<file path="config.mk">
export PLATFORM = sky130hd
export DESIGN_NAME = bcd_scan_display
export DESIGN_NICKNAME = d
export VERILOG_FILES = /design/src/rtl/bcd_disp_pkg.sv /design/src/rtl/bcd_seg_decode.sv /design/src/rtl/bcd_scan_display.sv
export SDC_FILE = /design/constraint.sdc
export NUM_CORES = 1
export LEC_CHECK = 0
export BUFFER_PORTS_ARGS = -buffer_cell sky130_fd_sc_hd__buf_2
export CAP_MARGIN = 20
export CELL_PAD_IN_SITES_DETAIL_PLACEMENT = 0
export CELL_PAD_IN_SITES_GLOBAL_PLACEMENT = 1
export CORE_MARGIN = 5
export CORE_UTILIZATION = 30
export DETAILED_ROUTE_END_ITERATION = 10
export PLACE_DENSITY = 0.57
export SLEW_MARGIN = 0
export SYNTH_ARGS = -nofsm -noshare
export SYNTH_HDL_FRONTEND = slang
export SYNTH_SLANG_ARGS = --single-unit
</file>
<file path="constraint.sdc">
create_clock -name clock -period 4.8 [get_ports clock]
set_clock_uncertainty 0.15 [all_clocks]
set_input_delay 0.72 -clock clock [delete_from_list [all_inputs] [get_ports clock]]
set_output_delay 0.72 -clock clock [all_outputs]
set_load 0.1 [all_outputs]
</file>
<file path="src/rtl/bcd_disp_pkg.sv">
// bcd_disp_pkg: shared BCD digit type, 7-segment lookup and BCD increment helper.
package bcd_disp_pkg;

    typedef logic [3:0] bcd_t;

    localparam logic [6:0] SEG_LUT [0:9] = '{
        7'h3F, 7'h06, 7'h5B, 7'h4F, 7'h66, 7'h6D, 7'h7D, 7'h07, 7'h7F, 7'h6F
    };

    // Returns {carry_out, next_digit}; a 9 with carry_in wraps to 0 and carries.
    function automatic logic [4:0] bcd_inc(input bcd_t v, input logic cin);
        return !cin ? {1'b0, v} : (v == 4'd9) ? 5'h10 : {1'b0, v + 4'd1};
    endfunction

endpackage

</file>
<file path="src/rtl/bcd_seg_decode.sv">
// bcd_seg_decode: BCD digit to active-high {g,f,e,d,c,b,a} segments, with forced blanking.
module bcd_seg_decode
    import bcd_disp_pkg::*;
(
    input  bcd_t       bcd,
    input  logic       blank,
    output logic [6:0] seg
);

    always_comb begin
        seg = (blank || bcd > 4'd9) ? 7'h00 : SEG_LUT[bcd];
    end

endmodule

</file>
<file path="src/rtl/bcd_scan_display.sv">
// bcd_scan_display: de-glitches a ripple decade counter, extends it to NDIG BCD digits and scans them
// onto one 7-segment display; LEADING_ZERO_BLANK_EN blanks leading zero digits above the units.
module bcd_scan_display
    import bcd_disp_pkg::*;
#(
    parameter int NDIG        = 4,
    parameter int STABLE_CYC  = 4,
    parameter int REFRESH_DIV = 1000
) (
    input  logic            clock,
    input  logic            clear_n,
    input  logic [3:0]      q_in,
    output logic [6:0]      seg,
    output logic [NDIG-1:0] an,
    output logic            overflow
);

    localparam int SW = $clog2(STABLE_CYC + 1);
    localparam int RW = $clog2(REFRESH_DIV + 1);
    localparam int IW = $clog2(NDIG);

    logic [3:0]      sync_q, s_q, prev_q;
    logic [SW-1:0]   stab_q, stab_d;
    logic [RW-1:0]   rcnt_q, rcnt_d;
    logic [IW-1:0]   idx_q, idx_d;
    bcd_t            dig_q [NDIG];
    bcd_t            dig_d [NDIG];
    logic            ovf_q, ovf_d;
    logic [6:0]      seg_q, seg_d;
    logic [NDIG-1:0] an_q, an_d;
    logic            accept, carry, blank, tick;

    always_comb begin
        stab_d = (s_q != prev_q) ? '0 : (stab_q == SW'(STABLE_CYC)) ? stab_q : stab_q + 1'b1;
        // Out-of-range codes such as the counter's transient 1010 are never accepted.
        accept = (stab_q == SW'(STABLE_CYC)) && (s_q <= 4'd9) && (s_q != dig_q[0]);
        dig_d  = dig_q;
        carry  = 1'b0;
        if (accept) begin
            dig_d[0] = s_q;
            carry    = (dig_q[0] == 4'd9) && (s_q == 4'd0);
        end
        for (int k = 1; k < NDIG; k++) {carry, dig_d[k]} = bcd_inc(dig_q[k], carry);
        ovf_d  = ovf_q | carry;
        tick   = (rcnt_q == RW'(REFRESH_DIV - 1));
        rcnt_d = tick ? '0 : rcnt_q + 1'b1;
        idx_d  = !tick ? idx_q : (idx_q == IW'(NDIG - 1)) ? '0 : idx_q + 1'b1;
        an_d   = NDIG'(1) << idx_q;
    end

`ifdef LEADING_ZERO_BLANK_EN
    logic [NDIG-1:0] lz;
    logic            z;

    // lz[k] marks digit k and every digit above it as zero; the units digit always shows.
    always_comb begin
        lz = '0;
        z  = 1'b1;
        for (int k = NDIG - 1; k >= 1; k--) begin
            z     = z & (dig_q[k] == 4'd0);
            lz[k] = z;
        end
        blank = lz[idx_q];
    end
`else
    assign blank = 1'b0;
`endif

    bcd_seg_decode u_dec (
        .bcd   (dig_q[idx_q]),
        .blank (blank),
        .seg   (seg_d)
    );

    always_ff @(posedge clock or negedge clear_n) begin
        if (!clear_n) begin
            sync_q <= '0;
            s_q    <= '0;
            prev_q <= '0;
            stab_q <= '0;
            rcnt_q <= '0;
            idx_q  <= '0;
            dig_q  <= '{default: '0};
            ovf_q  <= 1'b0;
            seg_q  <= '0;
            an_q   <= '0;
        end else begin
            sync_q <= q_in;
            s_q    <= sync_q;
            prev_q <= s_q;
            stab_q <= stab_d;
            rcnt_q <= rcnt_d;
            idx_q  <= idx_d;
            dig_q  <= dig_d;
            ovf_q  <= ovf_d;
            seg_q  <= seg_d;
            an_q   <= an_d;
        end
    end

    assign seg      = seg_q;
    assign an       = an_q;
    assign overflow = ovf_q;

endmodule

</file>
-- Word-level counts from Yosys, hierarchy flattened
Memories as Yosys holds them, arrays and structs flattened.
Cells that the tools add are included.
- bits in registers: 55
- bits in read-only memories: 112
- word-level logic and storage cells: 59
- memories: 1
- add/subtract/negate cells: 6
- $lt $le $gt $ge: 4
- equality and inequality tests: 10
- shifts and indexed selects: 1
- multiplexer cells: 17
- bitwise operators: 3
- reductions and logical operators: 4
- memories (memory ; depth ; bits a word ; rd ports ; clocked after memory_dff ; write ports ; RTL line ; text):
    (no name shown) ; 16 ; 7 ; 1 ; 0 ; 0 ; bcd_seg_decode.sv:11 ; seg = (blank || bcd > 4'd9) ? 7'h00 : SEG_LUT[bcd];
- operators by type and width (operator ; number):
    2-to-1 mux 5 bit ; 6
    2-to-1 mux 7 bit ; 3
    equality test 4 bit (second input constant) ; 4
    adder 4 x 1 -> 4 bit (second input constant) ; 3
    adder 10 x 1 -> 10 bit (second input constant) ; 1
    equality test 10 bit (second input constant) ; 1
    2-to-1 mux 10 bit ; 1
    binary-select mux 4 bit (select 2 bit) ; 1
    2-to-1 mux 4 bit ; 2
    inequality test 4 bit ; 2
    2-to-1 mux 3 bit ; 2
    >= comparator 5 bit (second input constant) ; 1
    inverter 4 -> 5 bit ; 1
    > comparator 4 bit (second input constant) ; 1
    <= comparator 4 bit (second input constant) ; 1
    zero test 4 bit ; 1
    left shift 1 x 2 -> 4 bit (first input constant) ; 1
    adder 3 x 1 -> 3 bit (second input constant) ; 1
    equality test 3 bit (second input constant) ; 1
    >= comparator 3 bit (second input constant) ; 1
    logical AND 1 bit ; 3
    inverter 2 -> 3 bit ; 1
    adder 2 x 1 -> 2 bit (second input constant) ; 1
    equality test 2 bit (second input constant) ; 1
    4 further kinds ; 4

-- Logic depth before layout (Yosys ltp)
- word-level depth: 9
- depth in mapped cells: 8

-- Cells and area by module
Synthesis repeated with hierarchy kept, for this count alone.
- cells, all modules: 221
- area, all modules: 2587.5 µm²
- by module, submodules not included (module ; instances ; cells each ; area each (µm²)):
    bcd_scan_display ; 1 ; 195 ; 2379.8
    bcd_seg_decode ; 1 ; 26 ; 207.7

-- Worst setup path after synthesis
Ideal clock, no wire load.
- kind: register -> register
- from: register idx_q[0]
- to: register seg_q[0], in the netlist seg[0]
- library setup time: 0.078 ns
- arrival: 1.905 ns
- required time: 4.572 ns
- slack: 2.667 ns
- stages on the path, launching flop included: 9
- path buffers: 1
- period minus slack after synthesis: 2.133 ns
- path through: dfrtp_1 buf_6 mux4_1 inv_1 ha_1 nor2_1 o21a_1 a21o_1 a21oi_1
- word-level cells in the longest chain between the ends: 9
- elaborated cells on any way between the ends: 10
- RTL lines (element ; RTL line ; text):
    start: declaration ; bcd_scan_display.sv:25 ; logic [IW-1:0] idx_q, idx_d;
    start signal: assignment ; bcd_scan_display.sv:93 ; idx_q <= idx_d;
    inverter 2 -> 3 bit (implied by the code) (*) ; bcd_scan_display.sv:70 ; .bcd (dig_q[idx_q]),
    binary-select mux 4 bit (select 2 bit) (*) ; bcd_scan_display.sv:70 ;
    2-to-1 mux 4 bit (implied by the code) (*) (2 in a row) ; bcd_scan_display.sv:70 ;
    inverter 4 -> 5 bit (implied by the code) ; bcd_seg_decode.sv:11 ;
    memory read (16 x 7 bit) ; -- ;
    2-to-1 mux 7 bit (implied by the code) (2 in a row) ; bcd_seg_decode.sv:11 ;
    2-to-1 mux 7 bit (*) ; bcd_seg_decode.sv:11 ;
    named net seg_d[0] ; bcd_scan_display.sv:29 ; logic [6:0] seg_q, seg_d;
    end signal: assignment ; bcd_scan_display.sv:96 ; seg_q <= seg_d;
    end: declaration ; bcd_scan_display.sv:29 ;
Mark *: on every way through the listed nets, which the timed path passes. The rest lies on a longest branch. The select of a mux whose other input is x is not followed.
A chain may end at the register's enable or synchronous reset.

-- Worst setup path in the final report
Same ends and word-level chain as after synthesis.

==> flow_metrics.py <==
metrics = {
    "setup_path": {
        "rrSetupSlack_ps": 2450,
        "worstPathArrival_ps": 2440,
        "crit_path_end_kind": "flop",
        "crit_path_start_kind": "flop",
        "crit_path_max_fanout": 8,
        "timing.critical_path.required_ps": 4890,
        "setup.worst_path.class": "flop to flop",
    },
    "clocking": {
        "cts_tree": "done",
        "holdBufCountCts": 0,
        "clk-insertion-delay-late_ps": 310,
        "cts_root_buffer": "clkbuf_8",
        "ctsResizeCount": 0,
        "cts_clock_pin_slew_for_the_worst_setup_and_hold_paths_ps": 100,
        "clk_path_buf_depth": 2,
        "cts_htree_levels": 2,
        "clkSinkCount": 55,
        "numCtsBuffers": 5,
        "cts_setup_buffers": 0,
    },
    "placed_design": {
        "globalplace.congestion": 0.709,
        "dp_hpwl_um": 2940,
        "i_o_buffers": 17,
        "post-place-cells": 328,
        "placement.cell_area_sq_um": 2680,
    },
    "finish": {
        "final_cell_area_sq_um": 2800,
        "share_of_final_layout_standard_cells_stronger_than_drive_strength_1_pct": 15.6,
        "design.final.nets": 248,
        "antenna_cells": 0,
        "area.growth.synth_to_final_pct": 12.9,
        "layout.filler_cells": 798,
        "final_cells": 336,
    },
    "timing": {
        "rsz_0062_raised_after_global_routing": "false",
        "fmaxAchievable_mhz": 426,
        "finalHoldWorstSlack_ps": 198,
        "timing.final.setup_violations": 0,
        "max_slew.worst_pin.slew_ps": 708,
        "max_slew_margin_pct": 52.8,
        "period_minus_slack_ps": 2350,
        "timing_max_transition_violations_final": 0,
        "final-hold-violation-count": 0,
        "fin_setup_tns_ps": 0,
        "min_period_over_period_pct": 48.9,
    },
    "yosys": {
        "ys_seq_elements": 55,
        "async_flop_share_pct": 100,
        "synth_area_leader_cell": "dfrtp_1",
        "syn-num-nets": 227,
        "ys.flop_type": "dfrtp_1",
        "post-synth-top-count-cell": "dfrtp_1",
        "synth_top_cells_by_area": "dfrtp_1, ha_1, xnor2_1, mux2_2, nor2_1",
        "postSynthCellCount": 209,
        "mappedNetlistArea_sq_um": 2470,
        "share_of_synthesized_area_occupied_by_flip_flops_and_latches_pct": 55.6,
        "yosys.area.top_type_share_pct": 55.6,
        "synth.distinct_cells": 41,
        "synth_area_per_cell_sq_um": 11.8,
        "synth_enable_flop_cells": 0,
        "synth-warning-count": 0,
        "synth.top_cells.by_count": "dfrtp_1, nor2_1, nand2_1, inv_1",
    },
    "drt": {
        "drt_first_iter_violations": 67,
        "firstDrtPassIters": 4,
        "drt-vias-per-instance": 4.56,
        "ant_nets": 0,
        "number_of_drc_violations_after_detailed_routing": 0,
        "routed_wire_length_per_instance_um": 12.6,
        "wl_um": 4220,
        "dr_total_vias": 1532,
    },
    "die": {
        "die_area_sq_um": 10200,
        "floorplan.die.width_um": 101,
        "fp-row-count": 33,
        "num_ports": 18,
        "core_sq_um": 8130,
        "floorplan.die.height_um": 101,
        "initial_core_utilization_pct": 30.4,
    },
    "worst_hold_path": {
        "hp-class": "flop to flop",
    },
    "global_routing": {
        "grt.total_usage_pct": 9.24,
        "grt_pass1_wl_um": 7420,
        "largest_net_degree_at_the_start_of_global_routing": 56,
        "initial_antenna_violation_count": 0,
        "grt_pass1_vias": 1549,
        "grt.overflow.total": 0,
    },
    "status": {
        "run_status": "finished clean",
    },
    "power_and_ir_drop": {
        "ir_drop_mv": 0.100,
        "p_leak_uw": 0.00124,
        "power_density_nw_per_um2": 290,
    },
    "run": {
        "max_cap_viol_count": 0,
    },
}
through the flow:
step	power [uW]	utilization, %	setup slack [ps]
after floorplan	487	-	2670
after global placement	502	32.9	2510
after detailed placement	502	32.9	2440
after CTS	829	34.4	2430
after global routing	849	34.4	2320
final	811	34.4	2450
metal layers:
metal	global-route usage [%]	routed length (um)
met5	0	0
met4	3.42	61
met3	2.63	153
met2	14.8	2050
met1	11.9	1950
worst paths after layout:
path,to,cells after the start,from
max,seg[0],7,idx_q[0]
min,s_q[3],0,sync_q[3]
max reg2reg,seg[0],7,idx_q[0]
min reg2reg,s_q[3],0,sync_q[3]
max in group asynchronous,an[3],2,clear_n
min in group asynchronous,dig_q[10],2,clear_n
layout by cell type (no fill, tap or decap), types with 6 or more instances in the layout:
master    instances
a21oi_1           8
nand2_1          14
dfrtp_1          55
nor2_1           17
xnor2_1          12
inv_1            13
buf_2            17
ha_1             12
mux2_2            6
clkbuf_8          6
o21ai_0           9
where the power goes:
group,internal (uW),switching [uW],leakage [uW]
clock network,169,151,0.0000612
logic,5.52,12.7,0.000489
registers,469,4.38,0.000690
total,643,168,0.00124
critical path: stages, from the launching register on:
cell and delay (ps):
dfrtp_1 550, mux4_1 680, inv_1 160, ha_1 220
nor2_1 70, o21a_1 180, a21o_1 160, a21oi_1 130
flip-flops by register name, summed over array words and instances, names as in the netlist:
name	cells
an	4
dig_q	16
seg	7
rcnt_q	10
overflow	1
idx_q	2
stab_q	3
s_q	4
prev_q	4
sync_q	4
final cells by class:
class / count / area [sq um] / share of cell area (%)
flip-flops and latches: 55 / 1380 / 49.2
clock inverters: 2 / 35.0 / 1.25
repair buffers: 19 / 100 / 3.58
well taps: 105 / 131 / 4.70
clock buffers: 6 / 82.6 / 2.95
multi-input cells: 136 / 1020 / 36.5
inverters: 13 / 48.8 / 1.75
logic make-up (layout without fill, tap and decap cells):
kind of cell / Yosys count / in the layout / synth area share, %
simple gates: 65 / 65 / 14.3
xor+xnor: 16 / 16 / 5.66
compound gates: 33 / 33 / 8.54
flops: 55 / 55 / 55.6
mux: 10 / 10 / 6.67
fa+ha+maj: 12 / 12 / 6.07
buf+inv: 18 / 40 / 3.13
No activity file was read; power rests on OpenSTA's default activity.
